==> src/rtl/mux_nto1_rr_reg.sv <==
// mux_nto1_rr_reg: N-channel registered mux with valid/ready handshakes, fixed-select or round-robin grant
module mux_nto1_rr_reg #(
  parameter int N = 4,
  parameter int W = 8,
  localparam int SW = (N > 2) ? $clog2(N) : 1
) (
  input  logic            CLK,
  input  logic            RST_N,
  input  logic [N*W-1:0]  IN_DATA,
  input  logic [N-1:0]    IN_VALID,
  output logic [N-1:0]    IN_READY,
  input  logic [SW-1:0]   SEL,
  input  logic            MODE,
  output logic [W-1:0]    OUT_DATA,
  output logic [SW-1:0]   OUT_CH,
  output logic            OUT_VALID,
  input  logic            OUT_READY
);
  logic [SW-1:0] r_ptr;
  logic [SW-1:0] w_g;
  logic          w_gv;
  logic          w_load;
  logic          w_xfer;
  assign w_load = !OUT_VALID || OUT_READY;
  assign w_xfer = RST_N && w_load && w_gv;
  // grant: fixed channel SEL, or first valid channel scanning upward from r_ptr with wrap
  always_comb begin
    w_gv = 1'b0;
    w_g  = '0;
    for (int k = N - 1; k >= 0; k--) begin
      if (MODE && IN_VALID[(int'(r_ptr) + k) % N]) begin
        w_gv = 1'b1;
        w_g  = SW'((int'(r_ptr) + k) % N);
      end
      if (!MODE && int'(SEL) == k && IN_VALID[k]) begin
        w_gv = 1'b1;
        w_g  = SW'(k);
      end
    end
  end
  // accept only on the granted channel, and only when the output register can take a word
  always_comb begin
    IN_READY = '0;
    for (int i = 0; i < N; i++)
      IN_READY[i] = w_xfer && (int'(w_g) == i);
  end
  // output register and round-robin pointer; pointer follows the last served channel in both modes
  always_ff @(posedge CLK or negedge RST_N) begin
    if (!RST_N) begin
      OUT_DATA  <= '0;
      OUT_CH    <= '0;
      OUT_VALID <= 1'b0;
      r_ptr     <= '0;
    end else if (w_xfer) begin
      OUT_DATA  <= IN_DATA[int'(w_g)*W +: W];
      OUT_CH    <= w_g;
      OUT_VALID <= 1'b1;
      r_ptr     <= (int'(w_g) == N - 1) ? '0 : w_g + 1'b1;
    end else if (OUT_READY) begin
      OUT_VALID <= 1'b0;
    end
  end
endmodule

==> config.mk <==
export PLATFORM = sky130hd
export DESIGN_NAME = mux_nto1_rr_reg
export DESIGN_NICKNAME = d
export VERILOG_FILES = /design/src/rtl/mux_nto1_rr_reg.sv
export SDC_FILE = /design/constraint.sdc
export NUM_CORES = 1
export LEC_CHECK = 0
export CAP_MARGIN = 20
export CORE_ASPECT_RATIO = 1.5
export CORE_MARGIN = 5
export CORE_UTILIZATION = 47
export DETAILED_ROUTE_END_ITERATION = 6
export GPL_TIMING_DRIVEN = 0
export PLACE_DENSITY = 0.86
export REMOVE_ABC_BUFFERS = 1
export SLEW_MARGIN = 40
export SYNTH_ARGS = -nofsm -noshare
export SYNTH_HDL_FRONTEND = slang
export SYNTH_SLANG_ARGS = --single-unit
==> constraint.sdc <==
create_clock -name CLK -period 8.3 [get_ports CLK]
set_clock_uncertainty 0.15 [all_clocks]
set_input_delay 1.66 -clock CLK [delete_from_list [all_inputs] [get_ports CLK]]
set_output_delay 1.66 -clock CLK [all_outputs]
set_load 0.01 [all_outputs]
== After elaboration in Yosys (flattened, before gate mapping) ==
Cells that the tools add are included.

* Register bits after elaboration: 13

* Bitwise logic cells: 3
* Reductions and logical operators: 27
* Mux-type cells: 30
* Shifts and indexed selects: 1
* Equal/unequal tests: 6
* $add $sub $neg: 4
* Magnitude comparators: 4

{| class="wikitable"
|+ Operators with widths
! kind !! count
|-
| 32-bit by 6-bit variable part select with 8-bit output || 1
|-
| 1-bit logical AND || 18
|-
| 2-bit two-way mux || 9
|-
| 1-bit two-way mux || 17
|-
| 3-bit by 4-bit less-than comparator with 1-bit output, second input constant || 3
|-
| 1-bit binary-select mux with 2-bit select || 4
|-
| 2-bit == test, second input constant || 4
|-
| 2-bit OR reduction || 3
|-
| 2-bit by 1-bit adder with 2-bit output, second input constant || 2
|-
| 2-bit adder, second input constant || 2
|-
| 2-bit by 1-bit == test with 1-bit output, second input constant || 2
|-
| 2-bit logical NOT || 2
|-
| 1-bit AND, first input constant || 3
|-
| 2-bit by 3-bit less-than comparator with 1-bit output, second input constant || 1
|-
| 1-bit logical NOT || 2
|-
| 2-bit nonzero test || 1
|-
| 1-bit logical OR || 1
|}

== Depth between registers and ports, before layout ==
Gate-level depths: netlist of the first run.

* Word-level depth: 17
* Gate-level depth with buffers: 11
* Gate-level depth less buffers: 8

== Least setup slack after synthesis of the first run ==
OpenSTA, ideal clock, no wires.

* Path type: input to output
* Start point: input IN_VALID[3]
* End point: output IN_READY[1]
* Cell stages on the path: 8
* Required time: 6.490 ns
* Data arrival time: 3.236 ns
* Setup slack: 3.254 ns
* Cells stage by stage: mux2_2 o2bb2ai_1 or3_1 a31o_1 buf_2 inv_1 ha_1 and2_1

* Word-level cells in the longest chain between the ends: 14
* Elaborated cells between the ends (all ways): 35
* Those cells by class: eq/ne (1); mux (27); reduce/logical (7)

{| class="wikitable"
|+ RTL lines
! what !! RTL line !! source
|-
| from (decl) || 10 || <nowiki>input logic [N-1:0] IN_VALID,</nowiki>
|-
| 1-bit binary-select mux with 2-bit select || 31 || <nowiki>if (MODE && IN_VALID[(int'(r_ptr) + k) % N]) begin</nowiki>
|-
| 1-bit two-way mux (implied by the code) (2 in a row) || 31 ||
|-
| 1-bit logical AND || 31 ||
|-
| 2-bit two-way mux || 31 ||
|-
| 2-bit two-way mux || 35 || <nowiki>if (!MODE && int'(SEL) == k && IN_VALID[k]) begin</nowiki>
|-
| 2-bit two-way mux || 31 ||
|-
| 2-bit two-way mux || 35 ||
|-
| 2-bit two-way mux || 31 ||
|-
| 2-bit two-way mux || 35 ||
|-
| 2-bit two-way mux * || 31 ||
|-
| 2-bit two-way mux * || 35 ||
|-
| named net w_g[0] || 20 || <nowiki>logic [SW-1:0] w_g;</nowiki>
|-
| 2-bit == test * || 45 || <nowiki>IN_READY[i] = w_xfer && (int'(w_g) == i);</nowiki>
|-
| 1-bit logical AND * || 45 ||
|-
| to (decl) || 11 || <nowiki>output logic [N-1:0] IN_READY,</nowiki>
|}

The timed path passes the listed nets; every way through them passes the cells marked *. The select of a mux whose other input is x is not followed.

== Final worst setup path of the first run ==
* Start point: input MODE
* End point: output IN_READY[1]

* Word-level cells in the longest chain between the ends: 12
* Elaborated cells between the ends (all ways): 32
* Those cells by class: eq/ne (1); mux (16); reduce/logical (15)

{| class="wikitable"
|+ RTL lines
! what !! RTL line !! source
|-
| from (decl) || 13 || <nowiki>input logic MODE,</nowiki>
|-
| 1-bit logical NOT || 35 ||
|-
| 1-bit logical AND (2 in a row) || 35 ||
|-
| 2-bit two-way mux / 1-bit two-way mux (equally long branches) || 35 ||
|-
| 2-bit two-way mux / 1-bit two-way mux (equally long branches) || 31 ||
|-
| 2-bit two-way mux / 1-bit two-way mux (equally long branches) || 35 ||
|-
| 2-bit two-way mux / 1-bit two-way mux (equally long branches) || 31 ||
|-
| 2-bit two-way mux / 1-bit two-way mux (equally long branches) || 35 ||
|-
| 2-bit two-way mux / 1-bit two-way mux (equally long branches) || 31 ||
|-
| 2-bit two-way mux / 1-bit two-way mux (equally long branches) || 35 ||
|-
| 2-bit == test / 1-bit logical AND (equally long branches) || 45, 25 ||
|-
| 1-bit logical AND * || 45 ||
|}

Mark *: on every way between the ends. The rest lies on a longest branch, timed or not.

==> flow_summary.ini, run 1 <==
[drt]
routedWlPerCell_um = 16.7
drtPass1Iterations = 4
drt_iter0_drc = 47
viasPerCell = 5.84
drc_errors = 0
detail-route-antenna-nets = 0
routed_wl_mm = 3.90
detailroute.via_count = 1360

[clocking]
cts.sinks = 13
clock_path_buffers = 2
cts_max_level = 1
holdBufCountCts = 0
clkTransAtPathRegs_ns = 0.05
cts_tree = done
cts_root_buffer = clkbuf_8
post_cts_resize_count = 0
insertion_delay_ns = 0.25
post_cts_buffers = 0
cts_buffers = 3

[place]
placed_cells = 229
dp_slack_ns = 1.47
io_buffers = 56
gp_routability_congestion = 0.782
dp_hpwl_mm = 3.12

[synth]
avgSynthCellArea_um2 = 9.56
ys_ff_latch = 13
yosys.area_share.simple_pct = 15.4
synthAdderAreaFrac_pct = 3.59
ys_types = 45
synth_mux_area_share_pct = 10.5
yosys-top-cells-area = dfrtp_1 23%, mux2i_1 8.6%, a2111oi_2 8.6%
synth-compound-area-share_pct = 36.2
yosysSeqAreaShare_pct = 23.3
yosysTopAreaCellShare_pct = 23.3
synth_warnings = 0
netlist_area_mm2 = 0.00140
synth_top_family_by_area = compound AO/OA/AOI/OAI gates
synth_top_cell_by_area = dfrtp_1
synth_cells = 146
synth_xor_area_share_pct = 0.628

[sta]
min_period_ns = 6.53
report.final.slew_viol_count = 0
worst_slack_ns = 1.77
min_period_over_period_pct = 78.7
rsz0062_at_grt = false
fin_tns_setup_ns = 0
tightest_slew_ns = 0.738
hold_viol = 0
max_freq_ghz = 0.153
max_slew_margin_pct = 50.6
finalSetupViolCount = 0

[final_layout]
diodes = 0
fillers = 235
layout.area.seq_um2 = 325
drive_gt1_share_pct = 14.4
nets = 241
final_common_cell = clkdlybuf4s50_1
area_growth_pct = 40.2
most-common-layout-cells = 56 x clkdlybuf4s50_1, 13 x dfrtp_1, 13 x inv_1
final_cell_count_no_fill = 233
multiInputGateArea_um2 = 927

[die]
fp.dieW_um = 54.5
die_y_um = 76.7
start_util_pct = 48.4
io_pins = 57
dieArea_mm2 = 0.00418
num_rows = 24
core-area_mm2 = 0.00288

[worst_setup_path]
cp_max_fo = 19
required_ns = 6.49
reg2reg_slack_ns = 5.50
crit_type = in2out
worstSetupStartpointType = input port
arrival_ns = 4.72
end_kind = output port

[global_routing]
grt_max_degree = 20
grt_pass1_wl_mm = 6.48
grt_use_total_pct = 20.3
antenna_found_initial = 0
grt-ovfl-total = 0
grt_pass1_vias = 1428

[power_and_ir_drop]
leakagePower_nw = 0.768
p_per_area_mw_per_mm2 = 261
ir_drop_v = 0.000214

[min_path]
hold_class = reg2reg

[flow_run]
drv_cap = 0

[run_status]
status = finished, final reports clean
-- final cells by class --
type	count	share of cell area, %
tap	39	2.50
timing repair buffer	56	28.7
multi-input combinational	108	47.4
clock buffer	4	2.30
inverter	13	2.50
sequential	13	16.6
-- metrics by stage --
stage               total power [W]  util (%)  hold WS, ns  cell area, um^2
floorplan                  0.000325         -        0.366             1300
global placement           0.000440      66.2        0.318             1910
detailed placement         0.000456      66.2        0.329             1910
CTS                        0.000515      67.8        0.342             1950
global route               0.000547      67.8        0.393             1960
finish                     0.000510      67.8        0.331             1960
-- critical path: stages --
cell	delay [ns]
clkdlybuf4s50_1	0.74
nand2b_1	0.22
o221ai_2	0.32
o21bai_4	0.25
a21o_2	0.53
inv_1	0.17
ha_1	0.24
and2_1	0.13
clkdlybuf4s50_1	0.47
-- power by group --
part	leakage (nW)	internal [W]	total [W]	switching, W
clock network	0.0228	0.0000340	0.0000577	0.0000237
logic	0.597	0.000161	0.000328	0.000167
registers	0.148	0.0000933	0.000125	0.0000316
total	0.768	0.000288	0.000510	0.000222
-- per-layer routing --
layer	track usage, %	routed length, um
met1	22.2	1440
met2	36.6	2190
met3	3.29	177
met4	7.98	88
met5	0	0
-- kinds of logic (layout without fill, tap and decap cells) --
kind of cell / count (synthesis) / in the layout
AO/OA/AOI/OAI: 50 / 50
XOR/XNOR: 1 / 1
adder cells (fa/ha/maj): 4 / 4
buffers and inverters: 25 / 73
flip-flops: 13 / 13
multiplexers: 14 / 14
AND/OR/NAND/NOR: 39 / 39
-- state kept, by name (all words and copies together), names as in the netlist --
register and flops:
OUT_CH 2, OUT_DATA 8, r_ptr 2, OUT_VALID 1
-- synthesized netlist by cell type (all sizes together) --
library cell and count:
nor4bb 1, xnor2 1, o32ai 1, o2bb2ai 2, nand2 8, nor2b 1
or3 2, mux2 2, nand2b 4, mux2i 12, o21ai 6, and2 6
nor3 1, ha 4, nand3 1, nor2 11, a211oi 16, dfrtp 13
a221o 1, o211a 3, a21oi 3, clkbuf 3, o211ai 2, o21bai 1
a2111oi 8, and4b 1, o31a 1, and4 1, buf 9, o32a 2
inv 13, o221ai 1, nand4bb 1, or2b 1, a31o 1, a21o 2
-- worst paths after layout --
check / startpoint / to / cells past startpoint
hold reg to reg: OUT_CH[1] / OUT_CH[1] / 2
hold / removal: OUT_CH[1] / OUT_CH[1] / 2
setup reg to reg: r_ptr[0] / r_ptr[1] / 8
setup / recovery: MODE / IN_READY[1] / 9
max in group asynchronous: RST_N / OUT_VALID / 1
min in group asynchronous: RST_N / OUT_DATA[5] / 1
No activity file was read; power rests on OpenSTA's default activity.
==> run 2: changes to the inputs <==
--- a/config.mk
+++ b/config.mk
@@ -8,10 +8,10 @@
 export CAP_MARGIN = 20
 export CORE_ASPECT_RATIO = 1.5
 export CORE_MARGIN = 5
-export CORE_UTILIZATION = 47
+export CORE_UTILIZATION = 43
 export DETAILED_ROUTE_END_ITERATION = 6
 export GPL_TIMING_DRIVEN = 0
-export PLACE_DENSITY = 0.86
+export PLACE_DENSITY = 0.8
 export REMOVE_ABC_BUFFERS = 1
 export SLEW_MARGIN = 40
 export SYNTH_ARGS = -nofsm -noshare
==> constraint.sdc (replaced) <==
create_clock -name CLK -period 6.7 [get_ports CLK]
set_clock_uncertainty 0.15 [all_clocks]
set_input_delay 1.34 -clock CLK [delete_from_list [all_inputs] [get_ports CLK]]
set_output_delay 1.34 -clock CLK [all_outputs]
set_load 0.01 [all_outputs]
==> run 2 against run 1 <==
- cell area about the same
- register-to-register slack got worse by 1.6 ns
- clock-buffer cell count unchanged
- non-clock buffer count unchanged
- hold slack improved by 0.019 ns
- global-route usage decreased by 2.5 points
- combinational power increased by 23%
- core utilization decreased by 5.3 points
- first-iteration DRC count decreased by 60%
- cell count increased by 0.43%
- sequential share of layout area about the same
==> flow_summary.ini, run 2 (synthesis gave the netlist of run 1 again) <==
[drt]
drt_iter0_drc = 19
drc_errors = 0
drtPass1Iterations = 4
detail-route-antenna-nets = 0
viasPerCell = 5.81
routed_wl_mm = 3.85
detailroute.via_count = 1360
routedWlPerCell_um = 16.5

[global_routing]
grt_pass1_wl_mm = 6.51
grt_max_degree = 20
grt_pass1_vias = 1440
grt-ovfl-total = 0
grt_use_total_pct = 17.8
antenna_found_initial = 0

[sta]
max_slew_margin_pct = 50.6
report.final.slew_viol_count = 0
min_period_ns = 5.94
tightest_slew_ns = 0.739
finalSetupViolCount = 0
min_period_over_period_pct = 88.6
hold_viol = 0
rsz0062_at_grt = false
max_freq_ghz = 0.168
fin_tns_setup_ns = 0
worst_slack_ns = 0.763

[final_layout]
nets = 241
largest_register_ffs = 8
largestRegisters = OUT_DATA: 8 flops, OUT_CH: 2 flops, r_ptr: 2 flops
regMostFlops = OUT_DATA
final_common_cell = clkdlybuf4s50_1
diodes = 0
area_growth_pct = 40.3
drive_gt1_share_pct = 14.4
most-common-layout-cells = 56 x clkdlybuf4s50_1, 13 x dfrtp_1, 13 x inv_1

[clocking]
post_cts_buffers = 0
cts.sinks = 13
cts_tree = done
clkTransAtPathRegs_ns = 0.06
cts_max_level = 1
insertion_delay_ns = 0.24
cts_buffers = 3
clock_path_buffers = 2
post_cts_resize_count = 0
cts_root_buffer = clkbuf_8
holdBufCountCts = 0

[worst_setup_path]
worstSetupStartpointType = input port
cp_max_fo = 19
rr_endpoint = r_ptr[1]
r2r_cells = 8
startpoint = MODE
crit_path_end = IN_READY[1]
required_ns = 5.21
reg2reg_slack_ns = 3.90
arrival_ns = 4.45
r2r-start = r_ptr[0]
end_kind = output port
crit_type = in2out

[die]
num_rows = 25
dieArea_mm2 = 0.00451
fp.dieW_um = 56.5
start_util_pct = 44.6
io_pins = 57
die_y_um = 79.8
core-area_mm2 = 0.00313

[place]
dp_slack_ns = 0.482
gp_routability_congestion = 0.858
dp_hpwl_mm = 3.01
io_buffers = 56

[power_and_ir_drop]
p_per_area_mw_per_mm2 = 324
leakagePower_nw = 0.768
ir_drop_v = 0.000276

[run_status]
status = finished, final reports clean

[flow_run]
drv_cap = 0

[min_path]
hold_class = reg2reg
==> run 2: cell counts in the layout (fill, tap and decap cells not counted) <==
No cell type changed its count.
==> run 2: power by group <==
group,switching [W],internal [W]
clock network,0.0000292,0.0000420
registers,0.0000424,0.000116
logic,0.000205,0.000199
total,0.000277,0.000357
==> run 2: worst max-delay path, stage by stage <==
cell             delay (ns)
clkdlybuf4s50_1        0.76
nand2b_1               0.22
o221ai_2               0.33
o21bai_4               0.25
a21o_2                 0.52
inv_1                  0.17
ha_1                   0.23
and2_1                 0.14
clkdlybuf4s50_1        0.48
==> run 2: layer usage <==
layer | GRT usage, % | part of all wire [%] | vias to the layer above
met5 | 0 | 0 | -
met4 | 6.41 | 1.9 | 0
met3 | 4.85 | 7.7 | 8
li1 | - | - | 641
met1 | 19.6 | 40 | 656
met2 | 32.2 | 51 | 55
==> run 2: final cells by class <==
type,instances,area (um^2)
Fill cell,267,1170
Sequential cell,13,325
Multi-Input combinational cell,108,927
Clock buffer,4,45.0
Inverter,13,48.8
Tap cell,40,50.0
Timing Repair Buffer,56,561
==> run 2: worst min path at each step <==
stage	startpoint	endpoint	cells after the start
3_5_place_dp	OUT_CH[1]	OUT_CH[1]	2
2_1_floorplan	OUT_CH[1]	OUT_CH[1]	2
6_report	OUT_CH[1]	OUT_CH[1]	2
3_3_place_gp	OUT_CH[1]	OUT_CH[1]	2
5_1_grt	OUT_CH[1]	OUT_CH[1]	2
4_1_cts	OUT_CH[1]	OUT_CH[1]	2
==> run 2: per-stage QoR <==
| step | util, % | cell area [um^2] | power (W) | std cells | hold WS (ns) |
|---|---|---|---|---|---|
| finish | 62.6 | 1960 | 0.000633 | 234 | 0.350 |
| global route | 62.6 | 1960 | 0.000681 | 234 | 0.373 |
| CTS | 62.5 | 1960 | 0.000635 | 234 | 0.354 |
| detailed placement | 61.1 | 1910 | 0.000562 | 230 | 0.341 |
| global placement | 61.1 | 1910 | 0.000546 | 230 | 0.316 |
| floorplan | - | 1300 | 0.000403 | 134 | 0.366 |
